File: src/rtl/gan_layer_sequencer_pkg.sv
// Shared state encoding, parameter defaults and a saturating counter helper
// for the GAN generator layer sequencer.
package gan_layer_sequencer_pkg;

   localparam int NUM_LAYERS_DEF = 3;
   localparam int TIMEOUT_DEF    = 20000;
   localparam int WD_W_DEF       = 16;

   typedef enum logic [2:0] {
      S_IDLE   = 3'd0,
      S_START  = 3'd1,
      S_WAIT   = 3'd2,
      S_LATCH  = 3'd3,
      S_OUTPUT = 3'd4,
      S_ERROR  = 3'd5
   } state_t;

   function automatic logic [31:0] sat_inc32(input logic [31:0] v);
      return (v == 32'hFFFF_FFFF) ? v : v + 32'd1;
   endfunction

endpackage

File: src/rtl/gan_layer_sequencer_watchdog.sv
// Per-layer watchdog: cleared when a layer starts, counts while waiting on it.
// expired is combinational on the registered count, so the FSM reacts on the same edge.
module gan_layer_sequencer_watchdog #(
   parameter int TIMEOUT_CYCLES = 20000,
   parameter int WD_W           = 16
) (
   input  logic            clk,
   input  logic            rst,
   input  logic            clear,
   input  logic            enable,
   output logic [WD_W-1:0] count,
   output logic            expired
);

   always_ff @(posedge clk) begin
      if (rst || clear) begin
         count <= '0;
      end else if (enable) begin
         count <= count + 1'b1;
      end
   end

   assign expired = (count == WD_W'(TIMEOUT_CYCLES - 1));

endmodule

File: src/rtl/gan_layer_sequencer.sv
// Control-only sequencer: accepts a latent vector, starts each MAC layer in turn,
// strobes the inter-layer buffers and holds the result with valid/ready; one run at a time.
module gan_layer_sequencer
   import gan_layer_sequencer_pkg::*;
#(
   parameter int NUM_LAYERS     = NUM_LAYERS_DEF,
   parameter int TIMEOUT_CYCLES = TIMEOUT_DEF,
   parameter int WD_W           = WD_W_DEF
) (
   input  logic                  clk,
   input  logic                  rst,
   input  logic                  in_valid,
   output logic                  in_ready,
   output logic                  in_latch,
   output logic [NUM_LAYERS-1:0] layer_start,
   input  logic [NUM_LAYERS-1:0] layer_done,
   output logic [NUM_LAYERS-1:0] stage_latch,
   output logic [2:0]            cur_layer,
   output logic                  out_valid,
   input  logic                  out_ready,
   output logic                  busy,
   output logic                  error,
   input  logic                  clear_err,
   output logic [31:0]           run_cycles
);

   localparam logic [2:0] LAST_IDX = 3'(NUM_LAYERS - 1);

   state_t                state, state_nxt;
   logic [2:0]            idx, idx_nxt;
   logic                  ready_en;
   logic [31:0]           run_cnt;
   logic [NUM_LAYERS-1:0] idx_sel;
   logic                  done_sel;
   logic                  accept;
   logic [WD_W-1:0]       wd_count;
   logic                  wd_expired;
   logic                  first_wait;

   gan_layer_sequencer_watchdog #(
      .TIMEOUT_CYCLES (TIMEOUT_CYCLES),
      .WD_W           (WD_W)
   ) u_watchdog (
      .clk     (clk),
      .rst     (rst),
      .clear   (state == S_START),
      .enable  (state == S_WAIT),
      .count   (wd_count),
      .expired (wd_expired)
   );

   // Only the done of the layer being sequenced matters; the count is zero in
   // the first WAIT cycle, which masks a done left over from the previous run.
   assign idx_sel    = NUM_LAYERS'(1) << idx;
   assign done_sel   = |(layer_done & idx_sel);
   assign first_wait = (wd_count == '0);
   assign accept     = in_ready && in_valid;

   always_comb begin
      state_nxt   = state;
      idx_nxt     = idx;
      in_ready    = 1'b0;
      layer_start = '0;
      stage_latch = '0;
      out_valid   = 1'b0;
      error       = 1'b0;
      case (state)
         S_IDLE: begin
            in_ready = ready_en && !rst;
            if (in_valid && ready_en) begin
               state_nxt = S_START;
               idx_nxt   = 3'd0;
            end
         end
         S_START: begin
            layer_start = rst ? '0 : idx_sel;
            state_nxt   = S_WAIT;
         end
         S_WAIT: begin
            if (done_sel && !first_wait) begin
               state_nxt = S_LATCH;
            end else if (wd_expired) begin
               state_nxt = S_ERROR;
            end
         end
         S_LATCH: begin
            stage_latch = rst ? '0 : idx_sel;
            if (idx == LAST_IDX) begin
               state_nxt = S_OUTPUT;
            end else begin
               idx_nxt   = idx + 3'd1;
               state_nxt = S_START;
            end
         end
         S_OUTPUT: begin
            out_valid = 1'b1;
            if (out_ready) begin
               state_nxt = S_IDLE;
            end
         end
         S_ERROR: begin
            error = 1'b1;
            if (clear_err) begin
               state_nxt = S_IDLE;
            end
         end
         default: state_nxt = S_IDLE;
      endcase
   end

   assign in_latch  = accept;
   assign busy      = (state != S_IDLE);
   assign cur_layer = idx;

   // ready_en holds off acceptance for one cycle after reset releases.
   always_ff @(posedge clk) begin
      if (rst) begin
         state      <= S_IDLE;
         idx        <= 3'd0;
         ready_en   <= 1'b0;
         run_cnt    <= 32'd0;
         run_cycles <= 32'd0;
      end else begin
         state    <= state_nxt;
         idx      <= idx_nxt;
         ready_en <= 1'b1;
         if (accept) begin
            run_cnt <= 32'd0;
         end else if (state != S_IDLE) begin
            run_cnt <= sat_inc32(run_cnt);
         end
         if (state == S_LATCH && state_nxt == S_OUTPUT) begin
            run_cycles <= sat_inc32(run_cnt);
         end
      end
   end

endmodule

File: config.mk
export PLATFORM = sky130hd
export DESIGN_NAME = gan_layer_sequencer
export DESIGN_NICKNAME = d
export VERILOG_FILES = /design/src/rtl/gan_layer_sequencer_pkg.sv /design/src/rtl/gan_layer_sequencer_watchdog.sv /design/src/rtl/gan_layer_sequencer.sv
export SDC_FILE = /design/constraint.sdc
export NUM_CORES = 1
export LEC_CHECK = 0
export CORE_ASPECT_RATIO = 1.1
export CORE_MARGIN = 2
export CORE_UTILIZATION = 50
export DETAILED_ROUTE_END_ITERATION = 12
export PLACE_DENSITY_LB_ADDON = 0.25
export REMOVE_ABC_BUFFERS = 1
export SYNTH_ARGS = -nofsm -noshare
export SYNTH_HDL_FRONTEND = slang
export SYNTH_SLANG_ARGS = --single-unit
File: constraint.sdc
create_clock -name clk -period 4.34 [get_ports clk]
set_clock_uncertainty 0.1 [all_clocks]
set_input_delay 1.302 -clock clk [delete_from_list [all_inputs] [get_ports clk]]
set_output_delay 1.302 -clock clk [all_outputs]
set_load 0.01 [all_outputs]
==> run_results.csv <==
group,metric,value,unit
run_status,outcome,"finished, final reports clean",
drt,drc,0,
clocking,cts_setup_buffers,0,
placement,io_buffers,53,
final_layout,antenna_cells,0,
clocking,clk_pin_slew,0.08,ns
clocking,cts_buffer_depth,2,
sta,slew_violations,0,
drt,wl,10980,um
critical_path,endpoint_kind,"output pin",
pwr,p_leak,1.769,nW
global_routing,grt_util_met3,4.432,%
pwr,power_density,278.5,mW/mm^2
final_layout,nets,592,
final_layout,layout_common_cells,"dfxtp_1, a21oi_1, clkdlybuf4s50_1",
drt,num_vias,4108,
drt,drt_first_iter_violations,245,
critical_path,r2r_start,"state[2]",
die,die_x,96.22,um
sta,worst_pin_slew,1.092,ns
sta,post-route-min-period,4.167,ns
global_routing,overflow,0,
critical_path,critical_path.max_fanout,3,
hold_path,min_from,"run_cycles[2]",
synthesis,syn_area,0.004677,mm^2
pwr,p_clk_share,40.2,%
global_routing,antenna_found_initial,0,
die,num_rows,37,
placement,placed_cell_area,0.005151,mm^2
final_layout,syn_to_final_growth,14.71,%
placement,post-place-ws,0.1035,ns
drt,post_drt_wl_per_cell,15.71,um
global_routing,met2_usage,35.76,%
drt,ant_nets,0,
sta,setup_viol,0,
drt,dr.pass1.iters,4,
sta,layout_setup_ws,0.1732,ns
flow_run,cap_violations,0,
clocking,ctsRootBufferMaster,"clkbuf_8",
drt,viasPerCell,5.877,
global_routing,gr-max-usage-layer,"met2",
die,die_height,105.4,um
hold_path,hp-class,"flop to flop",
synthesis,ys.warnings.count,0,
placement,gp_congestion,0.8621,
clocking,cts_hold_buf,0,
die,core-area,0.009213,mm^2
synthesis,synth-seq-area-share,37.24,%
final_layout,final_cell_area,0.005365,mm^2
pwr,internal_power,1.145,mW
final_layout,layout-drive-gt1-share,9.794,%
pwr,p_sw,0.3493,mW
sta,grt_setup_unrepaired,"false",
die,die_area,0.01014,mm^2
die,start_util,50.77,%
synthesis,ys_types,66,
pwr,seqPwrFrac,54.1,%
pwr,worst_ir_drop_vdd,147.0,uV
global_routing,grt_use_total,22.69,%
clocking,cts.htree.levels,3,
die,ios,54,
global_routing,grt_pass1_vias,3819,
final_layout,final_common_cell,"dfxtp_1",
sta,finalHoldViolCount,0,
clocking,cts_buffers,9,
synthesis,synthCells,547,
critical_path,cp.required,2.94,ns
critical_path,worstSetupStartpointType,"primary input",
sta,fin_crit_sh,96.01,%
synthesis,avgSynthCellArea,8.550,um^2
pwr,p_comb_share,5.7,%
sta,worst_slew_margin_rel,26.73,%
critical_path,cp_data_arrival_time,2.76,ns
clocking,clkLatencyLatePin,0.36,ns
sta,hold_ws,0.3554,ns
sta,fmax,240.0,MHz
global_routing,grt_start_max_net_pins,62,
placement,hpwl,7422,um
clocking,post_cts_resized,0,
synthesis,ys_seq_elements,87,
synthesis,async_reset_ff_share,0,%
critical_path,startpoint,"rst",
global_routing,grt_util_met1,31.08,%
synthesis,synthFlopType,"dfxtp_1",
clocking,cts_tree,"yes",
synthesis,synth-edff-count,0,
pwr,power,1.494,mW
sta,tns,0,ns
critical_path,crit_type,"primary input to output pin",
global_routing,grt_first_pass_wirelength,18550,um
pwr,p_sw_share,23.38,%
clocking,cts_sinks,87,
metrics by stage:
| step | instances | util [%] |
|---|---|---|
| after detailed placement | 683 | 55.91 |
| after global placement | 683 | 55.91 |
| after floorplan | 507 | - |
| after CTS | 699 | 58.18 |
| after global routing | 699 | 58.24 |
| final | 699 | 58.24 |
sequential cells by signal (all words and copies together) (netlist names):
signal and cells:
run_cnt 32, run_cycles 32, state 3, cur_layer 3, u_watchdog.count 16, ready_en 1
final cells by class:
type,instances,area [um^2]
clock buffers,13,168.9
fillers,865,3847
inverters,8,30.03
flip-flops and latches,87,1742
clock inverters,3,40.04
repair buffers,59,575.6
multi-input cells,412,2663
well taps,117,146.4
kinds of logic (layout without fill, tap and decap cells):
group           Yosys count  after routing  share of synthesized area (%)
compound gates          149            149                          19.24
simple gates            206            206                          26.03
fa+ha+maj                 7              7                          1.873
buf+inv                  48             83                          6.233
mux                       1              1                         0.2140
xor+xnor                 49             49                          9.176
flops                    87             87                          37.24
critical path: stages:
cell	delay [ns]
clkdlybuf4s50_1	0.44
nor3_2	0.15
nor2b_1	0.20
and2_1	0.14
clkdlybuf4s50_1	0.53
cells in the mapped netlist, types with 2 or more instances:
library cell | number | share of area, %
clkbuf_8 | 3 | 0.88
ha_1 | 7 | 1.9
a21oi_1 | 57 | 6.1
nand3_1 | 22 | 2.4
buf_6 | 3 | 0.72
and4_1 | 11 | 2.1
nand2b_1 | 3 | 0.40
clkbuf_2 | 3 | 0.32
or4_1 | 7 | 1.1
nor2_1 | 35 | 2.8
a31oi_1 | 3 | 0.40
or3_1 | 10 | 1.3
a21oi_2 | 4 | 0.75
nand4_2 | 2 | 0.53
or4_2 | 6 | 1.1
or2_2 | 2 | 0.27
and2_1 | 4 | 0.53
o21ai_1 | 3 | 0.32
and4_2 | 3 | 0.64
nor3_1 | 13 | 1.4
a211oi_1 | 10 | 1.6
buf_4 | 3 | 0.48
o31ai_1 | 6 | 0.96
xor2_1 | 15 | 2.8
xnor2_1 | 34 | 6.4
o21ai_2 | 2 | 0.37
or3_2 | 3 | 0.48
nand2_1 | 32 | 2.6
clkbuf_1 | 18 | 1.4
nor4_2 | 2 | 0.53
o21ai_0 | 40 | 4.3
and3_1 | 13 | 1.7
nor4_1 | 4 | 0.53
dfxtp_1 | 87 | 37
buf_2 | 7 | 0.75
o211ai_1 | 12 | 1.9
inv_1 | 7 | 0.56
nand4_1 | 23 | 3.1
path summary, 6_finish.rpt:
path / end / slack (ns) / cells past startpoint
setup / recovery: layer_start[0] / 0.17 / 5
hold / removal: run_cycles[2] / 0.36 / 2
setup reg to reg: run_cnt[2] / 1.52 / 7
hold reg to reg: run_cycles[2] / 0.36 / 2
power groups by stage:
stage | combinational, mW | sequential [mW] | clock (mW)
after floorplan | 0.0457 | 0.826 | 0
after global placement | 0.0839 | 0.827 | 0
after detailed placement | 0.0853 | 0.827 | 0
after CTS | 0.0855 | 0.809 | 0.611
after global routing | 0.0939 | 0.810 | 0.646
final | 0.0854 | 0.809 | 0.600
per-layer routing:
layer  vias to the layer above  routed length, um
li1                       2070                  -
met4                         0                137
met2                        72               5200
met1                      1954               5234
met5                         -                  0
met3                        12                407
Note: power is estimated with default switching activity, not from simulation.
